`src/rtl/inst_fetch_buffer_pkg.sv`:
```
// inst_fetch_buffer_pkg: shared constants and the packed bundle entry layout for the fetch buffer.
package inst_fetch_buffer_pkg;
  localparam int FB_DEPTH = 8;
  localparam int EXC_W = 7;
  localparam logic [31:0] INST_NOP = 32'h0340_0000;
  typedef struct packed {
    logic [31:0]      pc0;
    logic [31:0]      inst0;
    logic [31:0]      inst1;
    logic [31:0]      pc_next;
    logic             pc_taken;
    logic [31:0]      badv;
    logic [1:0]       excp_flag;
    logic [EXC_W-1:0] exception;
    logic [1:0]       priv_flag;
    logic [1:0]       branch_flag;
  } fb_entry_t;
  localparam int FB_W = $bits(fb_entry_t);
  localparam fb_entry_t FB_DEFAULT = '{inst0: INST_NOP, inst1: INST_NOP, default: '0};
endpackage

```
`src/rtl/inst_fetch_buffer_if.sv`:
```
// inst_fetch_buffer_if: IF-side write bus and ID-side read bus of the fetch buffer.
interface inst_fetch_buffer_if;
  import inst_fetch_buffer_pkg::*;
  logic             if_valid;
  logic             if_allowin;
  logic [1:0]       if_valid_mask;
  logic [31:0]      if_pc0;
  logic [31:0]      if_inst0;
  logic [31:0]      if_inst1;
  logic [31:0]      if_pc_next;
  logic             if_pc_taken;
  logic [31:0]      if_badv;
  logic [1:0]       if_excp_flag;
  logic [EXC_W-1:0] if_exception;
  logic [1:0]       if_priv_flag;
  logic [1:0]       if_branch_flag;
  logic             id_allowin;
  logic             id_readygo;
  logic [31:0]      fifo_id_pc0;
  logic [31:0]      fifo_id_pc1;
  logic [31:0]      fifo_id_inst0;
  logic [31:0]      fifo_id_inst1;
  logic [31:0]      fifo_id_pc_next;
  logic             fifo_id_pc_taken;
  logic [31:0]      fifo_id_badv;
  logic [1:0]       fifo_id_excp_flag;
  logic [EXC_W-1:0] fifo_id_exception;
  logic [1:0]       fifo_id_priv_flag;
  logic [1:0]       fifo_id_branch_flag;
  modport master (
    output if_valid, if_valid_mask, if_pc0, if_inst0, if_inst1, if_pc_next, if_pc_taken,
           if_badv, if_excp_flag, if_exception, if_priv_flag, if_branch_flag, id_allowin,
    input  if_allowin, id_readygo, fifo_id_pc0, fifo_id_pc1, fifo_id_inst0, fifo_id_inst1,
           fifo_id_pc_next, fifo_id_pc_taken, fifo_id_badv, fifo_id_excp_flag,
           fifo_id_exception, fifo_id_priv_flag, fifo_id_branch_flag
  );
  modport slave (
    input  if_valid, if_valid_mask, if_pc0, if_inst0, if_inst1, if_pc_next, if_pc_taken,
           if_badv, if_excp_flag, if_exception, if_priv_flag, if_branch_flag, id_allowin,
    output if_allowin, id_readygo, fifo_id_pc0, fifo_id_pc1, fifo_id_inst0, fifo_id_inst1,
           fifo_id_pc_next, fifo_id_pc_taken, fifo_id_badv, fifo_id_excp_flag,
           fifo_id_exception, fifo_id_priv_flag, fifo_id_branch_flag
  );
endinterface

```
`src/rtl/inst_fetch_buffer.sv`:
```
// inst_fetch_buffer: bundle-granular FIFO decoupling IF from ID; cleared by flush or reset.
module inst_fetch_buffer
  import inst_fetch_buffer_pkg::*;
#(
  parameter int DEPTH = FB_DEPTH,
  parameter int PTR_W = $clog2(DEPTH)
) (
  input logic aclk,
  input logic aresetn,
  input logic flush,
  inst_fetch_buffer_if.slave bus
);
  logic [FB_W-1:0]  r_mem [DEPTH];
  logic [PTR_W-1:0] r_wptr, r_rptr;
  logic [PTR_W:0]   r_count;
  logic             w_empty, w_full, w_enq, w_deq;
  fb_entry_t        w_wdata, w_head;
  assign w_empty = r_count == '0;
  assign w_full  = r_count == (PTR_W+1)'(DEPTH);
  assign w_enq   = bus.if_valid && !w_full && !flush && |bus.if_valid_mask;
  assign w_deq   = !w_empty && bus.id_allowin && !flush;
  // Invalid slots are stored as NOPs with their per-slot flags cleared.
  always_comb begin
    w_wdata             = '0;
    w_wdata.pc0         = bus.if_pc0;
    w_wdata.inst0       = bus.if_valid_mask[0] ? bus.if_inst0 : INST_NOP;
    w_wdata.inst1       = bus.if_valid_mask[1] ? bus.if_inst1 : INST_NOP;
    w_wdata.pc_next     = bus.if_pc_next;
    w_wdata.pc_taken    = bus.if_pc_taken;
    w_wdata.badv        = bus.if_badv;
    w_wdata.excp_flag   = bus.if_excp_flag & bus.if_valid_mask;
    w_wdata.exception   = bus.if_exception;
    w_wdata.priv_flag   = bus.if_priv_flag & bus.if_valid_mask;
    w_wdata.branch_flag = bus.if_branch_flag & bus.if_valid_mask;
  end
  always_ff @(posedge aclk) begin
    if (!aresetn || flush) begin
      r_wptr  <= '0;
      r_rptr  <= '0;
      r_count <= '0;
    end else begin
      if (w_enq) r_wptr <= r_wptr + 1'b1;
      if (w_deq) r_rptr <= r_rptr + 1'b1;
      r_count <= r_count + (PTR_W+1)'(w_enq) - (PTR_W+1)'(w_deq);
    end
  end
  always_ff @(posedge aclk) begin
    if (aresetn && w_enq) r_mem[r_wptr] <= w_wdata;
  end
  assign w_head                  = w_empty ? FB_DEFAULT : fb_entry_t'(r_mem[r_rptr]);
  assign bus.if_allowin          = !w_full;
  assign bus.id_readygo          = !w_empty;
  assign bus.fifo_id_pc0         = w_head.pc0;
  assign bus.fifo_id_pc1         = w_empty ? 32'h0 : w_head.pc0 + 32'd4;
  assign bus.fifo_id_inst0       = w_head.inst0;
  assign bus.fifo_id_inst1       = w_head.inst1;
  assign bus.fifo_id_pc_next     = w_head.pc_next;
  assign bus.fifo_id_pc_taken    = w_head.pc_taken;
  assign bus.fifo_id_badv        = w_head.badv;
  assign bus.fifo_id_excp_flag   = w_head.excp_flag;
  assign bus.fifo_id_exception   = w_head.exception;
  assign bus.fifo_id_priv_flag   = w_head.priv_flag;
  assign bus.fifo_id_branch_flag = w_head.branch_flag;
endmodule

```
`src/flat_wrapper.sv`:
```
// flat-port wrapper written by rule: the top's interface ports become plain ports
module inst_fetch_buffer_flat import inst_fetch_buffer_pkg::*;
#(
  parameter int DEPTH = FB_DEPTH,
  parameter int PTR_W = $clog2(DEPTH)
)
  (aclk, aresetn, flush, bus_if_valid, bus_if_valid_mask, bus_if_pc0, bus_if_inst0, bus_if_inst1, bus_if_pc_next, bus_if_pc_taken, bus_if_badv, bus_if_excp_flag, bus_if_exception, bus_if_priv_flag, bus_if_branch_flag, bus_id_allowin, bus_if_allowin, bus_id_readygo, bus_fifo_id_pc0, bus_fifo_id_pc1, bus_fifo_id_inst0, bus_fifo_id_inst1, bus_fifo_id_pc_next, bus_fifo_id_pc_taken, bus_fifo_id_badv, bus_fifo_id_excp_flag, bus_fifo_id_exception, bus_fifo_id_priv_flag, bus_fifo_id_branch_flag);
  inst_fetch_buffer_if bus_i ();
  input logic aclk;
  input logic aresetn;
  input logic flush;
  input wire logic [$bits(bus_i.if_valid)-1:0] bus_if_valid;
  input wire logic [$bits(bus_i.if_valid_mask)-1:0] bus_if_valid_mask;
  input wire logic [$bits(bus_i.if_pc0)-1:0] bus_if_pc0;
  input wire logic [$bits(bus_i.if_inst0)-1:0] bus_if_inst0;
  input wire logic [$bits(bus_i.if_inst1)-1:0] bus_if_inst1;
  input wire logic [$bits(bus_i.if_pc_next)-1:0] bus_if_pc_next;
  input wire logic [$bits(bus_i.if_pc_taken)-1:0] bus_if_pc_taken;
  input wire logic [$bits(bus_i.if_badv)-1:0] bus_if_badv;
  input wire logic [$bits(bus_i.if_excp_flag)-1:0] bus_if_excp_flag;
  input wire logic [$bits(bus_i.if_exception)-1:0] bus_if_exception;
  input wire logic [$bits(bus_i.if_priv_flag)-1:0] bus_if_priv_flag;
  input wire logic [$bits(bus_i.if_branch_flag)-1:0] bus_if_branch_flag;
  input wire logic [$bits(bus_i.id_allowin)-1:0] bus_id_allowin;
  output wire logic [$bits(bus_i.if_allowin)-1:0] bus_if_allowin;
  output wire logic [$bits(bus_i.id_readygo)-1:0] bus_id_readygo;
  output wire logic [$bits(bus_i.fifo_id_pc0)-1:0] bus_fifo_id_pc0;
  output wire logic [$bits(bus_i.fifo_id_pc1)-1:0] bus_fifo_id_pc1;
  output wire logic [$bits(bus_i.fifo_id_inst0)-1:0] bus_fifo_id_inst0;
  output wire logic [$bits(bus_i.fifo_id_inst1)-1:0] bus_fifo_id_inst1;
  output wire logic [$bits(bus_i.fifo_id_pc_next)-1:0] bus_fifo_id_pc_next;
  output wire logic [$bits(bus_i.fifo_id_pc_taken)-1:0] bus_fifo_id_pc_taken;
  output wire logic [$bits(bus_i.fifo_id_badv)-1:0] bus_fifo_id_badv;
  output wire logic [$bits(bus_i.fifo_id_excp_flag)-1:0] bus_fifo_id_excp_flag;
  output wire logic [$bits(bus_i.fifo_id_exception)-1:0] bus_fifo_id_exception;
  output wire logic [$bits(bus_i.fifo_id_priv_flag)-1:0] bus_fifo_id_priv_flag;
  output wire logic [$bits(bus_i.fifo_id_branch_flag)-1:0] bus_fifo_id_branch_flag;
  assign bus_i.if_valid = bus_if_valid;
  assign bus_i.if_valid_mask = bus_if_valid_mask;
  assign bus_i.if_pc0 = bus_if_pc0;
  assign bus_i.if_inst0 = bus_if_inst0;
  assign bus_i.if_inst1 = bus_if_inst1;
  assign bus_i.if_pc_next = bus_if_pc_next;
  assign bus_i.if_pc_taken = bus_if_pc_taken;
  assign bus_i.if_badv = bus_if_badv;
  assign bus_i.if_excp_flag = bus_if_excp_flag;
  assign bus_i.if_exception = bus_if_exception;
  assign bus_i.if_priv_flag = bus_if_priv_flag;
  assign bus_i.if_branch_flag = bus_if_branch_flag;
  assign bus_i.id_allowin = bus_id_allowin;
  assign bus_if_allowin = bus_i.if_allowin;
  assign bus_id_readygo = bus_i.id_readygo;
  assign bus_fifo_id_pc0 = bus_i.fifo_id_pc0;
  assign bus_fifo_id_pc1 = bus_i.fifo_id_pc1;
  assign bus_fifo_id_inst0 = bus_i.fifo_id_inst0;
  assign bus_fifo_id_inst1 = bus_i.fifo_id_inst1;
  assign bus_fifo_id_pc_next = bus_i.fifo_id_pc_next;
  assign bus_fifo_id_pc_taken = bus_i.fifo_id_pc_taken;
  assign bus_fifo_id_badv = bus_i.fifo_id_badv;
  assign bus_fifo_id_excp_flag = bus_i.fifo_id_excp_flag;
  assign bus_fifo_id_exception = bus_i.fifo_id_exception;
  assign bus_fifo_id_priv_flag = bus_i.fifo_id_priv_flag;
  assign bus_fifo_id_branch_flag = bus_i.fifo_id_branch_flag;
  inst_fetch_buffer #(.DEPTH(DEPTH), .PTR_W(PTR_W)) u_core (.aclk(aclk), .aresetn(aresetn), .flush(flush), .bus(bus_i));
endmodule
```
`config.mk`:
```
export PLATFORM = sky130hd
export DESIGN_NAME = inst_fetch_buffer_flat
export DESIGN_NICKNAME = d
export VERILOG_FILES = /design/src/rtl/inst_fetch_buffer_pkg.sv /design/src/rtl/inst_fetch_buffer_if.sv /design/src/rtl/inst_fetch_buffer.sv /design/src/flat_wrapper.sv
export SDC_FILE = /design/constraint.sdc
export NUM_CORES = 1
export LEC_CHECK = 0
export CORE_MARGIN = 1
export CORE_UTILIZATION = 60
export DETAILED_ROUTE_END_ITERATION = 16
export PLACE_DENSITY = 0.81
export SYNTH_ARGS = -nofsm -noshare
export SYNTH_HDL_FRONTEND = slang
export SYNTH_SLANG_ARGS = --single-unit
export TNS_END_PERCENT = 50
```
`constraint.sdc`:
```
create_clock -name aclk -period 29.9 [get_ports aclk]
set_clock_uncertainty 0.15 [all_clocks]
set_input_delay 8.97 -clock aclk [delete_from_list [all_inputs] [get_ports aclk]]
set_output_delay 8.97 -clock aclk [all_outputs]
set_load 0.03 [all_outputs]
```
==> results of run 1 <==
state kept, by name (all words and copies together), names as in the netlist, named ones only:
register        cells
u_core.r_wptr       3
u_core.r_rptr       3
u_core.r_count      4
u_core.r_mem     1392
power by group:
part           internal, W  switching, W
registers          0.00217    0.00000434
clock network     0.000991      0.000706
logic             0.000115      0.000177
path summary, 6_finish.rpt:
| kind | end | depth (start not counted) | startpoint |
|---|---|---|---|
| worst max-delay path | bus_fifo_id_pc1[31] | 9 | flop |
| worst min-delay path | flop | 2 | u_core.r_rptr[1]$_SDFFE_PP0P_ |
| worst max register to register | u_core.r_mem[7][65]$_DFFE_PP_ | 7 | u_core.r_count[1]$_SDFF_PP0_ |
| worst min register to register | flop | 2 | u_core.r_rptr[1]$_SDFFE_PP0P_ |
cells in the final DEF, fill, tap and decap left out, types with 10 or more instances in the layout:
cell type and instances:
sky130_fd_sc_hd__nor2_1 171, sky130_fd_sc_hd__inv_1 25, sky130_fd_sc_hd__xnor2_1 21, sky130_fd_sc_hd__xor2_1 11, sky130_fd_sc_hd__and2_1 66, sky130_fd_sc_hd__clkdlybuf4s50_1 388
sky130_fd_sc_hd__bufinv_16 14, sky130_fd_sc_hd__mux2i_1 243, sky130_fd_sc_hd__clkinv_2 25, sky130_fd_sc_hd__mux4_2 302, sky130_fd_sc_hd__nand3_1 10, sky130_fd_sc_hd__clkinv_1 19
sky130_fd_sc_hd__buf_4 48, sky130_fd_sc_hd__nand2_1 33, sky130_fd_sc_hd__a22oi_1 40, sky130_fd_sc_hd__clkbuf_16 141, sky130_fd_sc_hd__edfxtp_1 1392, sky130_fd_sc_hd__clkbuf_1 29
sky130_fd_sc_hd__dfxtp_1 10, sky130_fd_sc_hd__diode_2 17
cells by family (layout without fill, tap and decap cells):
group	Yosys count	count (layout)
buffers and inverters	160	707
adder cells (fa/ha/maj)	10	10
AND/OR/NAND/NOR	348	348
multiplexers	546	546
AO/OA/AOI/OAI	51	51
other	0	17
flip-flops	1405	1405
XOR/XNOR	32	32
worst max-delay path, delay by kind of cell (launching register included):
family	cells	cell delay (ns)
buffers and inverters	2	1.56
and+or+nand+nor	4	1.27
DFF	1	1.04
muxes	2	0.47
AOI/OAI and AO/OA	1	0.23
per-stage QoR:
step	utilization	power [W]	cells	worst slack, ns	area, um2
finish	0.7126	0.004168	4292	15.43	64340
global route	0.7125	0.004277	4290	15.04	64330
CTS	0.7121	0.004193	4275	15.34	64290
detailed placement	0.6631	0.002512	4032	15.71	59870
global placement	0.6631	0.002504	4032	15.82	59870
floorplan	-	0.002381	2552	7.439	54780
layer usage:
metal / routed length, um / part of all wire
met5: 120 / 0.0010
met1: 45450 / 0.38
met4: 3935 / 0.033
met2: 62570 / 0.52
met3: 8123 / 0.068
layout make-up:
cell class,count,area (um2)
Sequential cell,1405,42070
Antenna cell,17,42.54
Inverter,25,93.84
Clock inverter,71,757.0
Timing Repair Buffer,439,4304
Multi-Input combinational cell,987,11930
Fill cell,5180,25950
Tap cell,1176,1471
Clock buffer,172,3665
==> results.md, run 1 <==
- The flow ran to the end, and the final reports show no timing, DRC or antenna violations.
- The startpoint kind of the worst setup timing path is a flop.
- The floorplan step set the die width to 304.2 um.
- The critical path arrival is 5.35 ns.
- The post-synthesis share of cell area spent on and, or, nand and nor gates is 0.03323.
- By count the netlist is led by sky130_fd_sc_hd__edfxtp_1 (1392), sky130_fd_sc_hd__mux4_2 (302), sky130_fd_sc_hd__mux2i_1 (243), sky130_fd_sc_hd__nor2_1 (177), sky130_fd_sc_hd__clkbuf_1 (67).
- Once the clock tree was built, the resizer swapped 0 gates to a different size.
- Of all cell types, the one taking the most synthesized area is sky130_fd_sc_hd__edfxtp_1.
- Ranked by total cell area, the synthesized netlist is headed by sky130_fd_sc_hd__edfxtp_1 (76%), sky130_fd_sc_hd__mux4_2 (12%), sky130_fd_sc_hd__mux2i_1 (4.4%).
- The starting density of the core is 0.6067.
- The vertical extent of the die is between 300 and 400 um.
- The largest individual stage delay along the critical path comes from the cell sky130_fd_sc_hd__dfxtp_4.
- Summed over all failing endpoints, the final setup total negative slack is 0 ns.
- The clock net in this run drives a total of between 1000 and 1500 sinks.
- After detailed routing, the total wire length is 120200 um.
- The share of the clock period used by the worst path is 0.4839.
- The total die area is between 90000 and 100000 um2.
- For this design the static power due to leakage is approximately 20 nW.
- The number of max-cap violations is 0.
- The met2 routing resource usage after global routing is 0.4475.
- The type of element capturing the critical path is an output pin.
- The share of post-route cells with drive strength above 1 is 0.1914.
- The number of standard-cell rows in the floorplan is 110.
- The root cell of the clock tree is sky130_fd_sc_hd__clkbuf_16.
- A synthesized cell averages 21.47 um2.
- The DRC violation total after the first TritonRoute iteration is about 2500.
- The area share of xor/xnor cells in the synthesized design is 0.005116.
- The final hold violation count is 0.
- For this run, asynchronously set or reset flops after synthesis account for 0.
- For this run, the top clock speed supported by timing is approximately 69 MHz.
- The number of antenna violations at the first check in global routing is 26.
- The met3 layer usage reported by global route is 0.05530.
- The number of flip-flops and latches in the synthesized netlist is ~1400.
- Of the total synthesized cell area, the portion taken by full adders, half adders and majority gates is 0.002421.
- In this design, the critical path's most frequently occurring cell is sky130_fd_sc_hd__mux2i_1.
- The count of input and output buffers is 388.
- The global-route wire length before repair is between 150000 and 200000 um.
- The number of buffers on the longest clock path is 3.
- Routability-driven placement finished with a final weighted congestion of 0.8043.
- The first detailed-routing pass took 6 iterations.
- After detailed routing, the number of vias per cell comes to approximately 6.2.
- The overall fraction of global-route tracks in use is 0.2634.
- The count of flip-flops with a built-in enable after synthesis is around 1400.
- Yosys printed 0 warnings.
- The top-area cell type share of the netlist area is 0.7631.
- For the pin with the worst max-slew slack, the measured transition is between 1 and 1.5 ns.
- The synthesized netlist occupies a cell area of 54780 um2.
- The maximum fanout encountered on the critical timing path is 59.
- At the later pin of the worst-skew pair, clock insertion delay measures 0.73 ns.
- The setup slack of the most critical reg-to-reg path is around 25 ns.
- The min-delay analysis places its worst path in the category reg -> reg.
- The number of setup buffers added after CTS is 0.
- Setup repair after global routing left no endpoint under its margin.
- After synthesis, the largest family of logic cells by area is multiplexers.
- Compared with the post-synthesis result, the final layout area differs by 17.45%.
- The number of primary I/O pins is between 300 and 400.
- The cell area power density is roughly 65 nW/um2.
- The share of the synthesized area in compound gates (AO/OA/AOI/OAI) is 0.006875.
- The shortest clock period the worst path allows after layout is 14.47 ns.
- By instance count, the leading cell after synthesis is sky130_fd_sc_hd__edfxtp_1.
- The part of the Yosys area used for sequential elements is 0.7678.
- For this run, the slowest stage of the critical path takes between 1 and 1.5 ns.
- The total core area is about 90000 um2.
- In the final routed layout, each cell accounts on average for 28.01 um.
- The count of cell types in the netlist is slightly above 50.
- The clock tree synthesis step divided the H-tree into 4 levels.
- The post-CTS clock slew at the launch and capture registers of the worst setup and hold paths is about 0.06 ns.
- Walking the worst path, the cells encountered are buf_4 > mux2i_1 > a22oi_1 > nand3_2 > nor4_4 > nand3_4 > nor4_2 > mux2i_1 > clkdlybuf4s50_1.
- The peak ir drop on the vdd network is approximately 0.000058 V.
- The multiplexer fraction of the synthesized cell area is 0.1690.
- Data on the critical path is required at its endpoint by 20.78 ns.
- The final layout contains around 3200 nets.
- The count of nets left with antenna violations once routing finished came out at 0.
- The count of hold-fix buffers inserted at cts is 0.
- The most instantiated flip-flop cell in the synthesis netlist is sky130_fd_sc_hd__edfxtp_1.
- The post-route DRC violation count is 0.
- The global route total overflow is 0.
- The number of global-route vias before repair is between 20000 and 30000.
- The most crowded layer after global routing is met2.
- The total count of max-transition violations in the final report is 0.
- Setup violations remaining at the end of the flow were counted as 0.
- The number of nets handed over by synthesis was 2743.
- The global-route track usage on met1 is 0.3323.
- TritonCTS built the clock tree.
- The final HPWL from detailed placement is between 60000 and 70000 um.
- The path type of the worst setup path is reg -> out.
- Synthesis handed over a netlist of between 2000 and 3000 instances.
- In this run the tightest slew margin relative to its limit is 0.1491.
- The largest net degree at the start of global routing is 129.
- Summing over every cut layer, the via total after detailed routing is about 27000.
- TritonCTS created 139 clock buffers.
- The final hold slack is 0.3699 ns.
Power figures use the tool's default switching activity.
==> inputs of run 2 (changes only) <==
--- a/config.mk
+++ b/config.mk
@@ -6,9 +6,9 @@
 export NUM_CORES = 1
 export LEC_CHECK = 0
 export CORE_MARGIN = 1
-export CORE_UTILIZATION = 60
+export CORE_UTILIZATION = 59
 export DETAILED_ROUTE_END_ITERATION = 16
-export PLACE_DENSITY = 0.81
+export PLACE_DENSITY = 0.8
 export SYNTH_ARGS = -nofsm -noshare
 export SYNTH_HDL_FRONTEND = slang
 export SYNTH_SLANG_ARGS = --single-unit
==> constraint.sdc (replaced) <==
create_clock -name aclk -period 14.15 [get_ports aclk]
set_clock_uncertainty 0.15 [all_clocks]
set_input_delay 4.245 -clock aclk [delete_from_list [all_inputs] [get_ports aclk]]
set_output_delay 4.245 -clock aclk [all_outputs]
set_load 0.03 [all_outputs]
==> run 2 against run 1 <==
Compared with the run above: non-clock buffer count decreased by 14; flip-flop and latch count unchanged; critical endpoint is now bus_fifo_id_inst0[3]; sequential power up 110%; critical path depth decreased by 2; power increased by 110%.
==> results.md, run 2 (synthesis results as in run 1) <==
- The number of global-route vias before repair is 28452.
- In this run, the number of DRC markers left after iteration 0 of detailed routing was 2601.
- For the worst setup path, the data required time is between 9 and 10 ns.
- Using the TritonRoute via totals, the vias-per-cell ratio works out to 6.160.
- At the pin with the least slew margin, the transition time is between 1 and 1.5 ns.
- The worst min-delay path class is reg -> reg.
- In the final timing run, aggregate negative setup slack is 0 ns.
- In the final layout, the multi-input gates occupy 11940 um2.
- In this run, CTS created clock tree buffers numbering 140.
- In the final routed layout, each cell accounts on average for 28.00 um.
- The capture point of the worst reg-to-reg path is u_core.r_mem[5][35]$_DFFE_PP_.
- In this run the standard cell core region covers 91800 um2.
- The number of primary I/O pins is approximately 390.
- In the final layout, the share of cells above drive strength 1 is 0.1868.
- The largest registers in the layout are u_core.r_mem (1392), u_core.r_count (4).
- The remaining antenna violation count is 0.
- The total leakage power is approximately 20 nW.
- The number of H-tree branching levels is 4.
- Dividing the final minimum period by the clock period gives 0.7259.
- The proportion of power drawn by flip-flops and latches is 0.521.
- The via count of the routed design is 26757.
- The final layout contains routed wiring with a total length of roughly 120000 um.
- The peak ir drop on the vdd network is 0.0001128 V.
- Setup violations remaining at the end of the flow were counted as 0.
- The count of hold-fix buffers inserted at cts is 0.
- The maximum fanout encountered on the critical timing path is between 60 and 70.
- The largest net degree at the start of global routing is around 120.
- From left edge to right edge, the die measures ~300 um.
- The global-route wire length before repair is roughly 180000 um.
- The library cells used most frequently in the layout, excluding fill and tap cells, are sky130_fd_sc_hd__edfxtp_1 (1392), sky130_fd_sc_hd__clkdlybuf4s50_1 (387), sky130_fd_sc_hd__mux4_2 (302), sky130_fd_sc_hd__mux2i_1 (243), sky130_fd_sc_hd__nor2_1 (171).
- The initial utilization of the core area, before any placement, comes to 0.5967.
- Setup repair after global routing left no endpoint under its margin.
- The net switching fraction of the power is 0.2168.
- The final net count is about 3200.
- The critical path arrival is 5.88 ns.
- Setup slack on the critical path of the routed design comes to ~3.9 ns.
- The number of standard-cell rows in the floorplan is about 110.
- The number of setup buffers added after CTS is 0.
- Of the total power, combinational logic draws 0.070.
- The number of cells on the worst hold path is 2.
- The cell area power density is between 100 and 150 nW/um2.
- The post-route DRC violation count is 0.
- CTS placed an instance of sky130_fd_sc_hd__clkbuf_16 at the clock tree root.
- The global route total overflow is 0.
- In this run the power spent charging and discharging nets is 0.001914 W.
- Internal power comes to a little under 0.007 W.
- STA classifies the critical path endpoint as an output pin.
- The clock tree from TritonCTS is built.
- The startpoint of the worst hold path is u_core.r_rptr[2]$_SDFFE_PP0P_.
- The flow ran to the end, and the final reports show no timing, DRC or antenna violations.
- The worst register-to-register path has a depth of 8.
- The final hold violation count is 0.
- The total count of max-transition violations in the final report is 0.
- The worst register-to-register path begins at u_core.r_count[2]$_SDFF_PP0_.
- The most common library cell in the layout ignoring fill and taps is sky130_fd_sc_hd__edfxtp_1.
- The worst path needs ~10 ns of the cycle, external delays included.
- The clock sink count is approximately 1400.
- For this run, the total global-route usage over all layers was measured as 0.2627.
- The detailed-routing iteration count for the pre-antenna-repair pass is 5.
- The worst setup path is of the reg -> out kind.
- In this run the deepest clock path goes through 3 buffers.
- The number of max-cap violations is 0.
- In this run the tightest slew margin relative to its limit is 0.1873.
- The top achievable clock speed is between 90 and 100 MHz.
- The growth of design area from synthesis to finish is 17.59%.
- Counting the fill cells in the layout gives 5462.
- The share of total power dissipated in the clock network is 0.409.
- The setup slack of the most critical reg-to-reg path is approximately 9.5 ns.
- Gates resized during post-CTS repair numbered 0.
- The post-placement worst setup slack is 4.721 ns.
- The final HPWL from detailed placement is 64340 um.
- The number of antenna violations at the first check in global routing is 12.
- Registers take ~42000 um2.
- The largest register by flop count is u_core.r_mem.
- STA classifies the critical path startpoint as a flop.
- From bottom edge to top edge, the die measures between 300 and 400 um.
- In this run the tool buffered the top-level ports with between 300 and 400 buffer cells.
- After clock tree synthesis, the clock-pin slew on the worst setup and hold paths is ~0.06 ns.
- The clock network latency to the later pin of the worst-skew pair is between 0.7 and 0.8 ns.
- The routability-driven placement congestion ratio is between 0.7 and 0.8.
- The die covers ~94000 um2.
- The register with the most flip-flops in the layout has 1392 of them.
run 2: worst max-delay path: stages, from the launching register on:
cell and delay, ns:
sky130_fd_sc_hd__dfxtp_4 0.76, sky130_fd_sc_hd__buf_4 0.79, sky130_fd_sc_hd__buf_4 0.88, sky130_fd_sc_hd__buf_4 0.89
sky130_fd_sc_hd__mux4_2 0.36, sky130_fd_sc_hd__mux2i_1 0.07, sky130_fd_sc_hd__nor2_1 0.39, sky130_fd_sc_hd__clkdlybuf4s50_1 0.76
run 2: worst max-delay path by stage:
stage                         startpoint                            to  slack (ns)  cells past startpoint
floorplan           bus_if_valid_mask[1]  u_core.r_mem[0][0]$_DFFE_PP_       -3.58                      5
global placement                    flop          bus_fifo_id_inst0[3]        4.76                      7
detailed placement                  flop          bus_fifo_id_inst0[3]        4.72                      7
CTS                                 flop          bus_fifo_id_inst0[3]        3.89                      7
global route                        flop         bus_fifo_id_inst1[21]        3.73                      7
finish                              flop          bus_fifo_id_inst0[3]        3.88                      7
run 2: metal layers:
layer / part of all wire / global-route usage / up-vias
met5: 0.00044 / 0 / -
met4: 0.030 / 0.09605 / 8
met3: 0.068 / 0.04631 / 194
met2: 0.53 / 0.4546 / 1141
met1: 0.37 / 0.3357 / 14122
li1: - / - / 11292
run 2: power groups by stage:
stage | Clock [W] | Sequential [W] | Combinational [W]
finish | 0.00361 | 0.00460 | 0.000618
global route | 0.00381 | 0.00460 | 0.000648
CTS | 0.00366 | 0.00460 | 0.000623
detailed placement | 0 | 0.00469 | 0.000619
global placement | 0 | 0.00469 | 0.000606
floorplan | 0 | 0.00469 | 0.000338
run 2: area by class of cell:
cell class	count	area share
inverters	25	0.001457
well taps	1243	0.02414
diodes	7	0.0002719
clock buffers	175	0.05775
clock inverters	77	0.01167
repair buffers	425	0.06627
multi-input cells	987	0.1853
flip-flops and latches	1405	0.6531
run 2: per-stage QoR:
| step | power [W] | cell area (um2) | std cells | hold slack, ns | util |
|---|---|---|---|---|---|
| CTS | 0.008881 | 64400 | 4337 | 0.4057 | 0.7015 |
| floorplan | 0.005030 | 54780 | 2552 | 0.2995 | - |
| finish | 0.008828 | 64420 | 4344 | 0.4093 | 0.7017 |
| global placement | 0.005294 | 59930 | 4085 | 0.3566 | 0.6528 |
| global route | 0.009061 | 64410 | 4342 | 0.4215 | 0.7016 |
| detailed placement | 0.005309 | 59930 | 4085 | 0.3876 | 0.6528 |
